## src/rtl/uart_fifo_pkg.sv

```systemverilog
// Shared defaults and helpers for the UART FIFO: word/address widths, level width,
// and the legal ranges of the almost-full/almost-empty thresholds.
package uart_fifo_pkg;

  localparam int unsigned DefB = 8;
  localparam int unsigned DefW = 4;

  // almost_full threshold must lie in 1..D, almost_empty in 0..D-1.
  localparam int unsigned AfMin = 1;
  localparam int unsigned AeMin = 0;

  function automatic int unsigned lvl_width(input int unsigned w);
    return w + 1;
  endfunction

  function automatic int unsigned af_max(input int unsigned w);
    return 1 << w;
  endfunction

  function automatic int unsigned ae_max(input int unsigned w);
    return (1 << w) - 1;
  endfunction

endpackage

```

## src/rtl/fifo_reg_file.sv

```systemverilog
// Dual-port register array: one synchronous write port, one combinational read port.
// Contents are deliberately not reset.
module fifo_reg_file #(
  parameter int unsigned B = 8,
  parameter int unsigned W = 4
) (
  input  logic         clk_i,
  input  logic         we_i,
  input  logic [W-1:0] waddr_i,
  input  logic [B-1:0] wdata_i,
  input  logic [W-1:0] raddr_i,
  output logic [B-1:0] rdata_o
);

  logic [B-1:0] mem_q [2**W];

  always_ff @(posedge clk_i) begin
    if (we_i) begin
      mem_q[waddr_i] <= wdata_i;
    end
  end

  assign rdata_o = mem_q[raddr_i];

endmodule

```

## src/rtl/fifo_level.sv

```systemverilog
// Show-ahead synchronous FIFO with occupancy level, thresholds and flush.
// Sticky overflow/underflow flags and err_clr exist only when UART_FIFO_ERR_EN is defined.
module fifo_level
  import uart_fifo_pkg::*;
#(
  parameter int unsigned B      = DefB,
  parameter int unsigned W      = DefW,
  parameter int unsigned AF_LVL = (1 << W) - 2,
  parameter int unsigned AE_LVL = 1
) (
  input  logic                    clk,
  input  logic                    reset_n,
  input  logic                    flush,
  input  logic                    wr,
  input  logic [B-1:0]            w_data,
  input  logic                    rd,
`ifdef UART_FIFO_ERR_EN
  input  logic                    err_clr,
  output logic                    overflow,
  output logic                    underflow,
`endif
  output logic [B-1:0]            r_data,
  output logic                    empty,
  output logic                    full,
  output logic                    almost_empty,
  output logic                    almost_full,
  output logic [lvl_width(W)-1:0] level
);

  localparam int unsigned D  = 1 << W;
  localparam int unsigned LW = lvl_width(W);

  if (AF_LVL < AfMin || AF_LVL > af_max(W)) begin : g_af_range_err
    $error("fifo_level: AF_LVL out of range 1..2**W");
  end
  if (AE_LVL < AeMin || AE_LVL > ae_max(W)) begin : g_ae_range_err
    $error("fifo_level: AE_LVL out of range 0..2**W-1");
  end

  logic [W-1:0]  wr_ptr_q, wr_ptr_d;
  logic [W-1:0]  rd_ptr_q, rd_ptr_d;
  logic [LW-1:0] level_q, level_d;
  logic          empty_q, empty_d;
  logic          full_q, full_d;
  logic          ae_q, ae_d;
  logic          af_q, af_d;
  logic          wr_acc, rd_acc;

  // A read frees a slot in the same edge, so a full FIFO still accepts a write.
  assign wr_acc = wr & (~full_q | rd);
  assign rd_acc = rd & ~empty_q;

  always_comb begin
    wr_ptr_d = wr_ptr_q;
    rd_ptr_d = rd_ptr_q;
    level_d  = level_q;
    if (flush) begin
      wr_ptr_d = '0;
      rd_ptr_d = '0;
      level_d  = '0;
    end else begin
      if (wr_acc) wr_ptr_d = wr_ptr_q + W'(1);
      if (rd_acc) rd_ptr_d = rd_ptr_q + W'(1);
      level_d = level_q + LW'(wr_acc) - LW'(rd_acc);
    end
  end

  // Flags are derived from the next level so they move on the same edge as level.
  always_comb begin
    empty_d = (level_d == '0);
    full_d  = (level_d == LW'(D));
    ae_d    = (level_d <= LW'(AE_LVL));
    af_d    = (level_d >= LW'(AF_LVL));
  end

  always_ff @(posedge clk or negedge reset_n) begin
    if (!reset_n) begin
      wr_ptr_q <= '0;
      rd_ptr_q <= '0;
      level_q  <= '0;
      empty_q  <= 1'b1;
      full_q   <= 1'b0;
      ae_q     <= 1'b1;
      af_q     <= 1'b0;
    end else begin
      wr_ptr_q <= wr_ptr_d;
      rd_ptr_q <= rd_ptr_d;
      level_q  <= level_d;
      empty_q  <= empty_d;
      full_q   <= full_d;
      ae_q     <= ae_d;
      af_q     <= af_d;
    end
  end

  fifo_reg_file #(
    .B (B),
    .W (W)
  ) u_reg_file (
    .clk_i   (clk),
    .we_i    (wr_acc & ~flush),
    .waddr_i (wr_ptr_q),
    .wdata_i (w_data),
    .raddr_i (rd_ptr_q),
    .rdata_o (r_data)
  );

  assign empty        = empty_q;
  assign full         = full_q;
  assign almost_empty = ae_q;
  assign almost_full  = af_q;
  assign level        = level_q;

`ifdef UART_FIFO_ERR_EN
  logic ovf_q, ovf_d;
  logic unf_q, unf_d;

  // Set wins over err_clr when both occur in one cycle.
  always_comb begin
    ovf_d = (wr & full_q & ~rd & ~flush) | (ovf_q & ~err_clr);
    unf_d = (rd & empty_q & ~flush) | (unf_q & ~err_clr);
  end

  always_ff @(posedge clk or negedge reset_n) begin
    if (!reset_n) begin
      ovf_q <= 1'b0;
      unf_q <= 1'b0;
    end else begin
      ovf_q <= ovf_d;
      unf_q <= unf_d;
    end
  end

  assign overflow  = ovf_q;
  assign underflow = unf_q;
`endif

endmodule

```

## config.mk

```make
export PLATFORM = sky130hd
export DESIGN_NAME = fifo_level
export DESIGN_NICKNAME = d
export VERILOG_FILES = /design/src/rtl/uart_fifo_pkg.sv /design/src/rtl/fifo_reg_file.sv /design/src/rtl/fifo_level.sv
export SDC_FILE = /design/constraint.sdc
export NUM_CORES = 1
export LEC_CHECK = 0
export ABC_AREA = 1
export CAP_MARGIN = 10
export CORE_UTILIZATION = 58
export DETAILED_ROUTE_END_ITERATION = 8
export PLACE_DENSITY = 0.77
export SLEW_MARGIN = 10
export SYNTH_ARGS = -nofsm -noshare
export SYNTH_HDL_FRONTEND = slang
export SYNTH_SLANG_ARGS = --single-unit
```

## constraint.sdc

```tcl
create_clock -name clk -period 2.57 [get_ports clk]
set_clock_uncertainty 0.15 [all_clocks]
set_input_delay 0.3855 -clock clk [delete_from_list [all_inputs] [get_ports clk]]
set_output_delay 0.3855 -clock clk [all_outputs]
set_load 0.1 [all_outputs]
```

* After elaboration in Yosys (flattened, before gate mapping)
Memories as Yosys holds them, arrays and structs flattened.
Cells that the tools add are included.
** Cells by class
- $add $sub $neg :: 4
- Order comparisons :: 2
- Equal/unequal tests :: 1
- Multiplexer cells :: 7
- Bitwise logic cells :: 7
- Reductions and logical operators :: 3
** Operators with widths (number)
- 4-bit 2-to-1 mux :: 4
- 4-bit by 1-bit adder with 4-bit output (second input constant) :: 2
- 5-bit by 1-bit adder with 5-bit output :: 1
- 5-bit equality test (second input constant) :: 1
- 5-bit by 4-bit >= comparator with 1-bit output (second input constant) :: 1
- 5-bit by 1-bit less-or-equal comparator with 1-bit output (second input constant) :: 1
- 5-bit logical NOT :: 1
- 5-bit 2-to-1 mux :: 1
- 5-bit by 1-bit subtractor with 5-bit output :: 1
- 2-bit nonzero test :: 2
- 1-bit AND :: 3
- 1-bit inverter :: 3
- 1-bit 2-to-1 mux :: 2
- 1-bit OR :: 1
** Word-level totals
- Register bits :: 17
- Bits in writable memories :: 128
- Input port bits :: 13
- Output and inout bits :: 17
- Word-level logic and storage cells :: 32
- Memories kept :: 1
** Memories
- u_reg_file.mem_q :: words 16, bits a word 8, read ports 1, clocked after Yosys merged registers in 0, write ports 1, line fifo_reg_file.sv:15 : logic [B-1:0] mem_q [2**W];

* Depth between registers and ports, before layout
- Depth after elaboration :: 7
- Mapped depth :: 15
- Depth with buffers taken out :: 15

* Hierarchy
Synthesis repeated with hierarchy kept, for this count alone.
** Unflattened totals
- Cells, all modules :: 655
- Area total of the unflattened synthesis :: 6537.5 um2
** By module, submodules not included
- fifo_reg_file :: instances 1, cells an instance 543, area an instance 5606.6 um2, sequential area each 3843.7 um2
- fifo_level :: instances 1, cells an instance 112, area an instance 930.9 um2, sequential area each 427.9 um2

* Least setup slack after synthesis
OpenSTA, ideal clock, no wires.
- Kind :: register to register
- Start point :: register full_q (netlist: full)
- End point :: register full_q (netlist: full)
- Library setup time :: 121 ps
- Arrival :: 2535 ps
- Data required time :: 2299 ps
- Path slack :: -236 ps
- Cell stages (with the launch flop) :: 14
- Path buffers :: 0
- Period minus slack after synthesis :: 2806 ps
- Cells stage by stage :: dfrtp_1 > nand2_1 > nand2_2 > ha_1 > inv_1 > ha_1 > inv_1 > fa_1 > inv_1 > nor2_1 > nor3_2 > inv_1 > nand3_1 > nor2_1
** Between the ends
- Word-level cells in the longest chain between the ends :: 7
** Ends and longest elaborated chain
- from (decl) :: line fifo_level.sv:44 : logic full_q, full_d;
- from (signal assigned) :: line fifo_level.sv:90 : full_q <= full_d;
- 1-bit inverter :: line fifo_level.sv:50 : assign wr_acc = wr & (~full_q | rd);
- 1-bit OR :: line fifo_level.sv:50
- 1-bit AND :: line fifo_level.sv:50
- 5-bit by 1-bit adder with 5-bit output :: line fifo_level.sv:64 : level_d = level_q + LW'(wr_acc) - LW'(rd_acc);
- 5-bit by 1-bit subtractor with 5-bit output :: line fifo_level.sv:64
- 5-bit 2-to-1 mux :: line fifo_level.sv:57 : if (flush) begin
- named net level_d[2] :: line fifo_level.sv:42 : logic [LW-1:0] level_q, level_d;
- 5-bit equality test :: line fifo_level.sv:71 : full_d = (level_d == LW'(D));
- named net full_d :: line fifo_level.sv:44
The timed path passes the listed nets, and every way through them passes these cells.
A chain may end at the register's enable or synchronous reset.

* Worst setup path in the final report
- Start point :: register rd_ptr_q[0]
- End point :: output port r_data[2]
** Between the ends
- Word-level cells in the longest chain between the ends :: 1
** Ends and longest elaborated chain
- from (decl) :: line fifo_level.sv:41 : logic [W-1:0] rd_ptr_q, rd_ptr_d;
- from (signal assigned) :: line fifo_level.sv:87 : rd_ptr_q <= rd_ptr_d;
- memory read 16 x 8 bit
- to (decl) :: line fifo_level.sv:22 : output logic [B-1:0] r_data,
No other way between the ends.

==> flow_summary.yaml <==
flow_run:
  drv_cap: 0
route:
  drt_wl_total_um: 17600
  vias_per_cell: 6.06
  antenna_left: 0
  vias: 4863
  wl_per_cell_um: 21.9
  dr.pass1.iters: 5
  drtIter0Drc: 617
  drc: 0
clock_network:
  cts_tree: "yes"
  ctsRootBufferMaster: "clkbuf_8"
  ctsHoldBuffers: 0
  worstSkewPairLatency_ns: 0.53
  cts.sinks: 145
  path_clk_slew_ns: 0.06
  clockBufferDepth: 2
  numCtsBuffers: 17
  htree_num_levels: 4
finish:
  finalNonFillerCells: 803
  final_cell_mix: "148 x nand2_1, 128 x edfxtp_1, 60 x nor2_1"
  drive_gt1_share_pct: 25.5
  utilization_pct: 78.6
  stdcell_area_mm2: 0.00818
  final_common_cell: "nand2_1"
  antenna_cells: 0
  nNetsFinal: 678
  syn_to_final_growth_pct: 30.3
global_route:
  grt_pass1_wl_um: 23300
  antenna_found_initial: 0
  overflow: 0
  grt_pass1_vias: 4596
  grt_util_all_layers_pct: 28.6
  grt_max_degree: 44
critical_path:
  crit_type: "flip-flop to primary output"
  path_max_fanout: 11
  required_ns: 2.03
  arrival_ns: 2.23
  cp-end-kind: "primary output"
  startpoint_type: "flip-flop"
sta:
  worst_pin_slew_ns: 0.772
  hold_violations: 0
  finalCritPeriodShare_pct: 107
  slew_viol_final: 0
  finalSetupViolations: 8
  max_clock_freq_mhz: 362
  tns_ns: -0.899
  relSlewSlack_pct: 48.4
  rsz0062_at_grt: "yes"
  period_needed_ns: 2.76
  final.setup.worst_slack_ns: -0.191
logic_synthesis:
  yosysSeqAreaShare_pct: 68.0
  yosys.area.top_type: "edfxtp_1"
  synth_area_leaders: "edfxtp_1 61%, nand2_1 9.7%, dfrtp_1 6.0%"
  avgSynthCellArea_um2: 10.9
  syn_area_mm2: 0.00628
  synth_nets: 601
  synth_seq_cells: 145
  syn_inst: 577
  synthDistinctLibCells: 25
  yosys_warnings: 0
  synth_top_cell_area_share_pct: 61.2
placed_design:
  io_buffers: 29
  place_ws_ns: -0.266
  gp_congestion: 0.860
  dpl.cell_count: 753
  hpwl_um: 8640
  place_area_mm2: 0.00694
outcome:
  violations: "negative setup slack"
  outcome: "finished with violations"
power:
  irDropWorstVdd_mv: 1.00
  leakagePower_uw: 0.00325
  powerDensity_mw_per_mm2: 1000
hold_path:
  min_path_type: "input port to asynchronous set/reset pin"
floorplanning:
  io_pins: 30
  rows: 37
  die_h_um: 106
  core_area_mm2: 0.0104
  die_w_um: 106
  dieArea_mm2: 0.0112
  initial_core_util_pct: 60.3
layer usage:
layer / up-vias / part of all wire [%] / GRT usage (%) / wire length [µm]
li1: 2109 / - / - / -
met1: 2310 / 34 / 34.6 / 6020
met2: 358 / 50 / 47.3 / 8770
met3: 86 / 11 / 7.36 / 1860
met4: 0 / 5.3 / 15.1 / 932
met5: - / 0 / 0 / 0
worst max-delay path: stages, from the launching register on:
cell       delay, ns
dfrtp_4         0.50
buf_12          0.18
clkinv_16       0.09
buf_16          0.14
nand2_1         0.09
nand2_1         0.09
nand2_1         0.05
nand3_1         0.10
nand3_1         0.13
nand2_2         0.13
buf_12          0.18
state kept, by name, summed over array words and instances (netlist names):
name and cells:
almost_empty 1, almost_full 1, rd_ptr_q 4, empty 1, wr_ptr_q 4, full 1, u_reg_file.mem_q 128, level 5
synthesized netlist by cell type, drive strengths merged:
cell,n
buf,22
nand2,163
inv,41
dfstp,2
nor4,1
nand3,60
a211oi,1
dfrtp,15
edfxtp,128
o211ai,6
a21oi,7
clkbuf,4
nor2,72
o21ai,33
nand4,2
nor3,9
ha,10
fa,1
power breakdown:
group | leakage [µW] | internal (µW) | switching (µW)
clock | 0.000303 | 1760 | 955
combinational | 0.00158 | 900 | 1820
sequential | 0.00137 | 2670 | 66.7
total | 0.00325 | 5340 | 2850
through the flow:
stage | power (µW) | hold WS (ns)
final | 8180 | 0.160
after global routing | 8420 | 0.205
after CTS | 7770 | 0.177
after detailed placement | 5010 | 0.372
after global placement | 4940 | 0.356
after floorplan | 4390 | -0.0601
layout make-up:
class / instances / area [µm²]
well taps: 136 / 170
multi-input cells: 365 / 1880
clock inverters: 15 / 240
clock buffers: 17 / 414
inverters: 41 / 183
fillers: 551 / 2230
flip-flops and latches: 145 / 4280
repair buffers: 84 / 1020
path summary, 6_finish.rpt:
check                                   startpoint                      end  slack, ns  cells after the start
min reg2reg                wr_ptr_q[3]$_DFFE_PN0P_  wr_ptr_q[3]$_DFFE_PN0P_       0.38                      1
min                                        reset_n       level[3]$_DFF_PN0_       0.16                      1
min in group clk           wr_ptr_q[3]$_DFFE_PN0P_  wr_ptr_q[3]$_DFFE_PN0P_       0.38                      1
max in group asynchronous                  reset_n  rd_ptr_q[0]$_DFFE_PN0P_       1.54                      1
max                        rd_ptr_q[0]$_DFFE_PN0P_                r_data[2]      -0.19                     10
max reg2reg                        empty$_DFF_PN1_           full$_DFF_PN0_       0.06                     12
cells by family (layout without fill, tap and decap cells):
logic type,after synthesis,count (layout),synth area share (%)
adder cells (fa/ha/maj),11,11,2.31
AND/OR/NAND/NOR,307,307,20.0
flip-flops,145,145,68.0
AO/OA/AOI/OAI,47,47,4.02
buffers and inverters,67,157,5.62
repair_timing:
item | in CTS | in global routing
gates cloned | 1 | 10
resized for setup | 15 | 79
endpoints found under the setup margin | 8 | 11
setup buffers | 4 | 3
pin swaps | 1 | 28
Power figures use the tool's default switching activity.
